**src/rtl/display_fetch_scheduler_if.sv**
```systemverilog
// display_fetch_scheduler_if: memory read port and line buffer write port of the display fetcher
interface display_fetch_scheduler_if #(parameter int ADDR_W = 22);
  logic              mem_req;
  logic [ADDR_W-1:0] mem_addr;
  logic              mem_ack;
  logic [15:0]       mem_rdata;
  logic              lb_we;
  logic [8:0]        lb_waddr;
  logic [15:0]       lb_wdata;
  modport master(output mem_req, mem_addr, lb_we, lb_waddr, lb_wdata, input mem_ack, mem_rdata);
  modport slave(input mem_req, mem_addr, lb_we, lb_waddr, lb_wdata, output mem_ack, mem_rdata);
endinterface

```
**src/rtl/display_fetch_scheduler.sv**
```systemverilog
// display_fetch_scheduler: fetches one display line per qualified hsync into a double-banked line buffer
module display_fetch_scheduler #(
  parameter int LINE_WORDS = 192,
  parameter int ADDR_W     = 22
) (
  input  logic                         clk,
  input  logic                         reset_n,
  input  logic                         hs_pulse,
  input  logic                         vs_pulse,
  input  logic                         fetch_line,
  input  logic                         cfg_enable,
  input  logic [ADDR_W-1:0]            cfg_base,
  display_fetch_scheduler_if.master    bus,
  output logic                         busy,
  output logic                         underrun,
  output logic [7:0]                   underrun_cnt
);
  typedef enum logic {IDLE, FETCH} state_t;
  state_t            state;
  logic              sh_en;
  logic              bank;
  logic [7:0]        idx;
  logic [ADDR_W-1:0] line_addr;
  logic              en_now;
  logic [ADDR_W-1:0] addr_now;
  logic              start;
  logic              counted;
  logic              last;
  logic              abort;
  // vsync reloads the shadows in the same cycle, so a line-0 start sees the new frame settings
  always_comb begin
    en_now   = vs_pulse ? cfg_enable : sh_en;
    addr_now = vs_pulse ? cfg_base : line_addr;
    start    = hs_pulse && fetch_line && en_now;
    counted  = (state == FETCH) && bus.mem_req && bus.mem_ack;
    last     = counted && (idx == 8'(LINE_WORDS - 1));
    abort    = start && (state == FETCH) && !last;
  end
  assign busy = (state == FETCH);
  // fetch FSM: a new start overrides completion and word stepping; a line finishing on the start cycle is not an underrun
  always_ff @(posedge clk) begin
    if (!reset_n) begin
      state         <= IDLE;
      sh_en         <= 1'b0;
      bank          <= 1'b0;
      idx           <= '0;
      line_addr     <= '0;
      underrun      <= 1'b0;
      underrun_cnt  <= '0;
      bus.mem_req   <= 1'b0;
      bus.mem_addr  <= '0;
      bus.lb_we     <= 1'b0;
      bus.lb_waddr  <= '0;
      bus.lb_wdata  <= '0;
    end else begin
      bus.lb_we <= counted;
      underrun  <= abort;
      if (counted) begin
        bus.lb_wdata <= bus.mem_rdata;
        bus.lb_waddr <= {bank, idx};
        bus.mem_addr <= bus.mem_addr + 1'b1;
        idx          <= idx + 1'b1;
      end
      if (last) begin
        state       <= IDLE;
        bus.mem_req <= 1'b0;
      end
      if (vs_pulse) begin
        sh_en        <= cfg_enable;
        line_addr    <= cfg_base;
        underrun_cnt <= '0;
      end else if (abort && underrun_cnt != 8'hff) begin
        underrun_cnt <= underrun_cnt + 1'b1;
      end
      if (start) begin
        bus.mem_addr <= addr_now;
        line_addr    <= addr_now + ADDR_W'(LINE_WORDS);
        idx          <= '0;
        bank         <= ~bank;
        state        <= FETCH;
        bus.mem_req  <= 1'b1;
      end
    end
  end
endmodule

```
**src/flat_wrapper.sv**
```systemverilog
// flat-port wrapper written by rule: the top's interface ports become plain ports
module display_fetch_scheduler_flat 
#(
  parameter int LINE_WORDS = 192,
  parameter int ADDR_W     = 22
)
  (clk, reset_n, hs_pulse, vs_pulse, fetch_line, cfg_enable, cfg_base, busy, underrun, underrun_cnt, bus_mem_req, bus_mem_addr, bus_lb_we, bus_lb_waddr, bus_lb_wdata, bus_mem_ack, bus_mem_rdata);
  display_fetch_scheduler_if #(.ADDR_W(ADDR_W)) bus_i ();
  input  logic clk;
  input  logic reset_n;
  input  logic hs_pulse;
  input  logic vs_pulse;
  input  logic fetch_line;
  input  logic cfg_enable;
  input  logic [ADDR_W-1:0] cfg_base;
  output logic busy;
  output logic underrun;
  output logic [7:0] underrun_cnt;
  output wire logic [$bits(bus_i.mem_req)-1:0] bus_mem_req;
  output wire logic [$bits(bus_i.mem_addr)-1:0] bus_mem_addr;
  output wire logic [$bits(bus_i.lb_we)-1:0] bus_lb_we;
  output wire logic [$bits(bus_i.lb_waddr)-1:0] bus_lb_waddr;
  output wire logic [$bits(bus_i.lb_wdata)-1:0] bus_lb_wdata;
  input wire logic [$bits(bus_i.mem_ack)-1:0] bus_mem_ack;
  input wire logic [$bits(bus_i.mem_rdata)-1:0] bus_mem_rdata;
  assign bus_mem_req = bus_i.mem_req;
  assign bus_mem_addr = bus_i.mem_addr;
  assign bus_lb_we = bus_i.lb_we;
  assign bus_lb_waddr = bus_i.lb_waddr;
  assign bus_lb_wdata = bus_i.lb_wdata;
  assign bus_i.mem_ack = bus_mem_ack;
  assign bus_i.mem_rdata = bus_mem_rdata;
  display_fetch_scheduler #(.LINE_WORDS(LINE_WORDS), .ADDR_W(ADDR_W)) u_core (.clk(clk), .reset_n(reset_n), .hs_pulse(hs_pulse), .vs_pulse(vs_pulse), .fetch_line(fetch_line), .cfg_enable(cfg_enable), .cfg_base(cfg_base), .bus(bus_i), .busy(busy), .underrun(underrun), .underrun_cnt(underrun_cnt));
endmodule
```
**config.mk**
```make
export PLATFORM = sky130hd
export DESIGN_NAME = display_fetch_scheduler_flat
export DESIGN_NICKNAME = d
export VERILOG_FILES = /design/src/rtl/display_fetch_scheduler_if.sv /design/src/rtl/display_fetch_scheduler.sv /design/src/flat_wrapper.sv
export SDC_FILE = /design/constraint.sdc
export NUM_CORES = 1
export LEC_CHECK = 0
export ABC_AREA = 1
export BUFFER_PORTS_ARGS = -buffer_cell sky130_fd_sc_hd__buf_2
export CORE_UTILIZATION = 50
export DETAILED_ROUTE_END_ITERATION = 10
export HOLD_SLACK_MARGIN = 0.15
export MAX_ROUTING_LAYER = met4
export PLACE_DENSITY = 0.79
export SETUP_SLACK_MARGIN = 0.5
export SYNTH_ARGS = -nofsm -noshare
export SYNTH_HDL_FRONTEND = slang
export SYNTH_SLANG_ARGS = --single-unit
```
**constraint.sdc**
```tcl
create_clock -name clk -period 2.25 [get_ports clk]
set_input_delay 0.225 -clock clk [delete_from_list [all_inputs] [get_ports clk]]
set_output_delay 0.225 -clock clk [all_outputs]
set_load 0.05 [all_outputs]
```
==> results of run 1 <==
-- critical path: stages (launching register included) --
cell and delay (ps):
dfxtp_4 390, ha_2 200, nand3_2 140, nor3_1 270, nand2_1 170, o21ai_0 180, nand2_1 70, o21ai_1 120
inv_1 50
-- synthesized netlist by cell type, types with 3 or more instances --
cell type and count:
nand2_1 125, dfxtp_1 90, inv_1 81, nor2_1 70, o21ai_0 53, a21oi_1 49, nand3_1 35, nand2_2 15
nand4_1 11, nor3_1 11, clkbuf_1 10, nand2_4 9, o21ai_1 9, nor2_4 8, o22ai_1 6, buf_4 5
xor2_1 5, ha_1 4, nand3_2 4, nor2_2 4, a31oi_1 3, buf_2 3, buf_6 3, inv_2 3
or2_2 3, xnor2_1 3
-- power groups by stage --
stage / clock, mW / sequential [mW] / combinational, mW
global route: 1.18 / 1.69 / 0.565
global placement: 0 / 1.72 / 0.476
floorplan: 0 / 1.82 / 0.260
finish: 1.10 / 1.69 / 0.521
CTS: 1.11 / 1.69 / 0.516
detailed placement: 0 / 1.72 / 0.485
-- state kept, by name, summed over array words and instances, names as in the netlist --
| name | count |
|---|---|
| u_core.bus.lb_wdata | 16 |
| u_core.busy | 1 |
| u_core.idx | 8 |
| u_core.underrun | 1 |
| u_core.bus.mem_addr | 22 |
| u_core.bank | 1 |
| u_core.line_addr | 22 |
| u_core.bus.lb_we | 1 |
| u_core.underrun_cnt | 8 |
| u_core.sh_en | 1 |
| u_core.bus.lb_waddr | 9 |
-- timing repair --
item / CTS / global route
endpoints found under the hold margin: 22 / 0
hold buffers: 22 / 0
resized for setup: 0 / 16
buffers inserted: 0 / 2
endpoints found under the setup margin: 0 / 15
-- cell usage in the layout (no fill, tap or decap), types with 11 or more instances in the layout --
master | netlist | routed
nand2_1 | 125 | 125
buf_2 | 3 | 103
inv_1 | 81 | 81
dfxtp_1 | 90 | 81
nor2_1 | 70 | 69
o21ai_0 | 53 | 52
a21oi_1 | 49 | 49
nand3_1 | 35 | 33
dlygate4sd3_1 | 0 | 22
nand2_2 | 15 | 14
nor2_4 | 8 | 11
nor3_1 | 11 | 11
nand4_1 | 11 | 11
-- per-layer routing --
layer,vias up,routed length (um)
met5,-,0
met4,0,249
met2,154,5960
li1,2339,-
met3,17,748
met1,2141,5220
-- final cells by class --
class                   count  area [um2]  share of cell area, %
repair buffers            133         796                   14.0
flip-flops and latches     90        1820                   32.0
inverters                  87         337                   5.93
multi-input cells         448        2400                   42.3
clock inverters             7        68.8                   1.21
clock buffers               9         124                   2.18
well taps                 108         135                   2.38
-- final timing paths --
check | end | slack, ps
max | u_core.bus.mem_addr[18]$_SDFFE_PN0P_ | 560
min reg2reg | u_core.bank$_SDFFE_PN0N_ | 460
min | u_core.sh_en$_SDFF_PN0_ | 160
max reg2reg | u_core.bus.mem_addr[18]$_SDFFE_PN0P_ | 560
-- logic make-up after synthesis --
family | synth area share [%]
flops | 39.0
simple gates | 33.3
compound gates | 14.6
buf+inv | 10.1
fa+ha+maj | 1.08
mux | 0.433
xor+xnor | 1.52
-- metrics by stage --
step                      power, mW  util (%)  std cells  cell area [um2]  setup slack (ps)
after floorplan                2.08         -        648             4630               498
after global placement         2.20      58.7        842             5190               424
after detailed placement       2.21      58.7        842             5190               370
after CTS                      3.31      63.3        880             5610               504
after global routing           3.44      64.2        882             5680               466
final                          3.31      64.2        882             5680               560
==> parameters.txt, run 1 <==
Parameter                              Value

Floorplan
  Die area ... 0.00963 mm2
  Number of ports placed on the die boundary ... 104
  Initial cell density of the core ... 52.2%
  Die W ... between 90 and 100 um
  Number of rows in the core area ... 34
  Core area ... between 0.008 and 0.009 mm2
  Floorplan die height ... a little under 100 um

Clock network
  Clock Tree Buf Depth ... 2
  Number of H-tree levels ... 3
  Latest clock arrival within the worst-skew pair ... 370 ps
  TritonCTS Buffers ... 9
  Worst-path clk slew ... 100 ps
  Number of sinks handled by clock tree synthesis ... 90
  Clock tree from TritonCTS ... built
  Root buffer cell ... clkbuf_8

Power and ir drop
  Max VDD drop ... between 0.0003 and 0.0004 V
  Logic pwr share ... 15.7%
  Internal ... approximately 2.2 mW
  Switching portion of total power ... 32.2%
  Leakage power ... 2.64 nW
  Relative contribution of sequential cells to total power ... roughly half
  Power per cell area ... 583 mW/mm2
  Share of power burned in the clock network ... 33.3%
  Net switching power of the design ... approximately 1.1 mW

Setup path
  Arr. time, crit path ... between 1500 and 2000 ps
  Kind of start point of the critical path ... flop
  Critical Path Start ... u_core.bus.mem_addr[0]$_SDFFE_PN0P_
  Data required, critical path ... 2530 ps
  R2r worst-path depth ... 8
  Element type at the critical path end ... flop
  Reg-to-Reg Start ... u_core.bus.mem_addr[0]$_SDFFE_PN0P_
  Worst Path Max Fanout ... 4
  CP Class ... flop to flop

Synthesis
  Number of library cell types mapped by synthesis ... 43
  Largest area contributor in the netlist ... dfxtp_1
  Yosys synthesis warning count ... 0
  Portion of the post-synthesis area used by sequential elements ... 39.0%
  Post-Synthesis Cells ... 648
  Fraction of registers with async set/reset ... 0%
  Mean area per synthesized cell ... 7.13 um2
  Portion of synthesized cell area occupied by the leading cell type ... 39.0%
  Syn nets ... 697
  Cell area after synthesis ... between 0.004 and 0.005 mm2
  Number of enable flip-flop cells after synthesis ... 0
  Number of synthesized register bits ... 90
  Cell types with the largest area share after synthesis ... dfxtp_1 (39%), nand2_1 (10%), inv_1 (6.6%)
  Flip-flop cell with the highest count after synthesis ... dfxtp_1

Status
  Run status ... complete, but fails checks
  Failing checks ... DRC

Timing
  Max-slew headroom at the worst pin ... 69.3%
  Final hold slack ... about 160 ps
  Setup tns final ... 0 ps
  Final worst path period share ... 75.1%
  Slew at the pin closest to its max-slew limit ... 458 ps
  Total count of hold-check failures in the final report ... 0
  Number of setup violations in the final report ... 0
  Clock tree skew after final layout ... around 13 ps
  Setup repair after global routing missed its margin ... true
  Achievable frequency ... just under 600 MHz
  Final critical delay including setup and external delays ... 1690 ps
  Final Slew Violations ... 0

Global routing
  Met1 routing resource usage after global routing ... 31.9%
  Global-route usage over all layers ... 26.6%
  Number of global-route vias before repair ... 4291
  GRT busiest layer ... met2
  Wire length of the first global-routing pass ... around 20000 um
  Largest net degree at the start of global routing ... 49
  Global-route congestion overflow total ... 0
  Met2 Track Usage GR ... 44.4%
  Antenna violations before repair ... 0
  Global Route met3 Usage ... under 10%

Route
  Remaining DRCs ... 4
  Via Count ... approximately 4700
  Number of iterations in the first detailed-routing pass ... 9
  Wire length per cell after detailed routing ... 13.8 um
  Avg Vias per Cell ... 5.27
  Wire length reported by the detailed router ... roughly 12000 um
  Routed Antenna Nets ... 0
  Count of routing violations after the opening detailed-route iteration ... between 200 and 300

Hold path
  Depth of the worst hold-timing path ... 3
  Origin of the worst min-delay path ... cfg_enable
  Path type of the worst min-delay path ... input port to flop

Layout
  Proportion of layout cells with a drive suffix above 1 ... between 20% and 30%
  Antenna cells ... 0
  Final #Nets ... 818
  Area added between synthesis and finish ... 22.9%
  Number of fillers in the final layout ... 779

Placed design
  Total half-perimeter wirelength after legalization and detailed placement ... 8540 um
  Final weighted congestion in routability-driven placement ... 0.910
  Count of buffers from port buffering ... between 100 and 150

Flow run
  Number of violations of the max-capacitance limit ... 0
Power figures use the tool's default switching activity.
==> inputs of run 2 (changes only) <==
Clock period 2.25 ns to 1.7 ns, I/O delays scaled along.
==> parameters.txt, run 2 (synthesis results as in run 1) <==
Parameter                              Value

Placed design
  Total half-perimeter wirelength after legalization and detailed placement ... 8680 um
  Post-Place Cells ... 849
  Final weighted congestion in routability-driven placement ... 0.928
  Placed inst area ... roughly 0.0055 mm2
  Count of buffers from port buffering ... 103

Clock network
  Clock tree from TritonCTS ... built
  Number of H-tree levels ... 3
  Latest clock arrival within the worst-skew pair ... 380 ps
  Clock Tree Buf Depth ... 2
  Number of sinks handled by clock tree synthesis ... 90
  Worst-path clk slew ... 100 ps
  TritonCTS Buffers ... 9
  Root buffer cell ... clkbuf_8

Route
  Wire length reported by the detailed router ... ~19000 um
  Count of routing violations after the opening detailed-route iteration ... 548
  Via Count ... 5715
  Wire length per cell after detailed routing ... 19.6 um
  Number of iterations in the first detailed-routing pass ... 10
  Remaining DRCs ... 6
  Avg Vias per Cell ... 5.89
  Routed Antenna Nets ... 0

Setup path
  Arr. time, crit path ... around 2000 ps
  Kind of start point of the critical path ... flop
  Data required, critical path ... 1970 ps
  Series of cell instances along the critical path ... ha_4 -> nand3_4 -> nor2_4 -> nand2_2 -> nor2_2 -> nand2_2 -> inv_2 -> nand2_1 -> nand2_1 -> nand3_1 -> nand2_1 -> inv_1
  Crit. path cell count ... 12
  Buffers and inverters on the worst path ... 2
  Slowest stage cell on the critical path ... dfxtp_4
  Delay of the slowest cell on the worst path ... 400 ps
  Worst Path Max Fanout ... 4
  Element type at the critical path end ... flop
  Delay-heaviest family, CP ... simple AND/OR/NAND/NOR gates
  R2r worst-path depth ... 12
  CP Class ... flop to flop
  Most used cell, CP ... nand2_1

Layout
  Final #Nets ... ~900
  Most common cell after layout, fill and taps aside ... nand2_1
  Number of standard cells in the layout, taps in and fillers out ... 970
  Area added between synthesis and finish ... 66.4%
  Area of all placed cells without fillers ... 0.00769 mm2
  Commonest non-fill, non-tap cells in the layout ... nand2_1 (98), inv_1 (68), buf_4 (67)
  Proportion of layout cells with a drive suffix above 1 ... 50.6%
  Antenna cells ... 0
  Largest registers ... u_core.bus.mem_addr: 22 flops, u_core.line_addr: 22 flops, u_core.bus.lb_wdata: 16 flops
  Number of fillers in the final layout ... 395

Power and ir drop
  Share of power burned in the clock network ... roughly a third
  Max VDD drop ... 0.000492 V
  Switching portion of total power ... 32.7%
  Relative contribution of sequential cells to total power ... 46.6%
  Power per cell area ... 623 mW/mm2
  Leakage power ... 3.38 nW
  Internal ... 3.22 mW
  Logic pwr share ... 21.7%
  Net switching power of the design ... 1.57 mW

Timing
  Total count of hold-check failures in the final report ... 0
  Final critical delay including setup and external delays ... approximately 1700 ps
  Setup repair after global routing missed its margin ... true
  Max-slew headroom at the worst pin ... 70.1%
  Clock tree skew after final layout ... roughly 12 ps
  Achievable frequency ... approximately 600 MHz
  Setup tns final ... -0.434 ps
  Number of setup violations in the final report ... 1
  Slew at the pin closest to its max-slew limit ... 447 ps
  Final Slew Violations ... 0
  Final worst path period share ... 100%
  Setup slack of the critical path after layout ... -0.434 ps

Flow run
  Number of violations of the max-capacitance limit ... 0

Global routing
  Global-route congestion overflow total ... 0
  Number of global-route vias before repair ... around 5200
  Global-route usage over all layers ... 31.8%
  Wire length of the first global-routing pass ... 23800 um
  Largest net degree at the start of global routing ... 26
  Antenna violations before repair ... 0

Status
  Failing checks ... DRC, setup timing
  Run status ... complete, but fails checks

Floorplan
  Die area ... ~0.0096 mm2
  Core area ... 0.00885 mm2
  Initial cell density of the core ... 52.2%
  Number of ports placed on the die boundary ... 104
  Die W ... 98.1 um
  Number of rows in the core area ... 34
  Floorplan die height ... between 90 and 100 um

Hold path
  Depth of the worst hold-timing path ... 3
  Path type of the worst min-delay path ... input port to flop
==> run 2: power groups by stage <==
stage          registers, mW  clock network (mW)  logic (mW)
3_5_place_dp            2.26                   0       0.668
5_1_grt                 2.24                1.59        1.09
4_1_cts                 2.21                1.49       0.813
3_3_place_gp            2.26                   0       0.657
2_1_floorplan           2.39                   0       0.365
6_report                2.23                1.52        1.04
==> run 2: timing repair <==
action                                  in CTS  in global routing
endpoints found under the setup margin      85                121
resized for setup                           92                231
cloned                                       4                  7
hold endpoints to repair                    24                  0
hold buffers                                23                  0
pin swaps                                   23                 53
buffers inserted                            39                 32
==> run 2: metal layers <==
metal	vias up	wire length (um)	GRT usage, %
met5	-	0	-
met4	0	1060	16.0
met3	105	1620	6.59
met2	399	9510	54.0
met1	2684	6810	35.5
li1	2527	-	-
==> run 2: cell type report <==
class | instances | area (um2) | area share, %
Clock buffer | 11 | 153 | 1.99
Multi-Input combinational cell | 452 | 3150 | 41.0
Inverter | 87 | 362 | 4.70
Clock inverter | 5 | 42.5 | 0.553
Sequential cell | 90 | 1890 | 24.6
Tap cell | 108 | 135 | 1.76
Timing Repair Buffer | 217 | 1950 | 25.3
==> run 2: tightest hold or removal path, cell delays in order <==
cell    delay (ps)
buf_2          100
nor2_1          60
nor2_1         160
==> run 2: stage by stage <==
step	util, %	setup WS, ps	hold WS, ps	power [mW]
6_report	86.9	-0.434	162	4.79
5_1_grt	86.9	6.15	195	4.91
4_1_cts	74.4	272	155	4.52
3_5_place_dp	61.8	75.1	429	2.93
3_3_place_gp	61.8	123	419	2.92
2_1_floorplan	-	198	321	2.76
==> run 2: worst paths after layout <==
check	from	slack, ps	to
setup / recovery	u_core.bus.mem_addr[1]$_SDFFE_PN0P_	-0.4	u_core.bus.mem_addr[16]$_SDFFE_PN0P_
setup reg to reg	u_core.bus.mem_addr[1]$_SDFFE_PN0P_	-0.4	u_core.bus.mem_addr[16]$_SDFFE_PN0P_
hold reg to reg	u_core.bus.lb_waddr[2]$_SDFFE_PN0P_	480	u_core.bus.lb_waddr[2]$_SDFFE_PN0P_
hold / removal	cfg_base[0]	160	u_core.line_addr[0]$_SDFF_PN0_
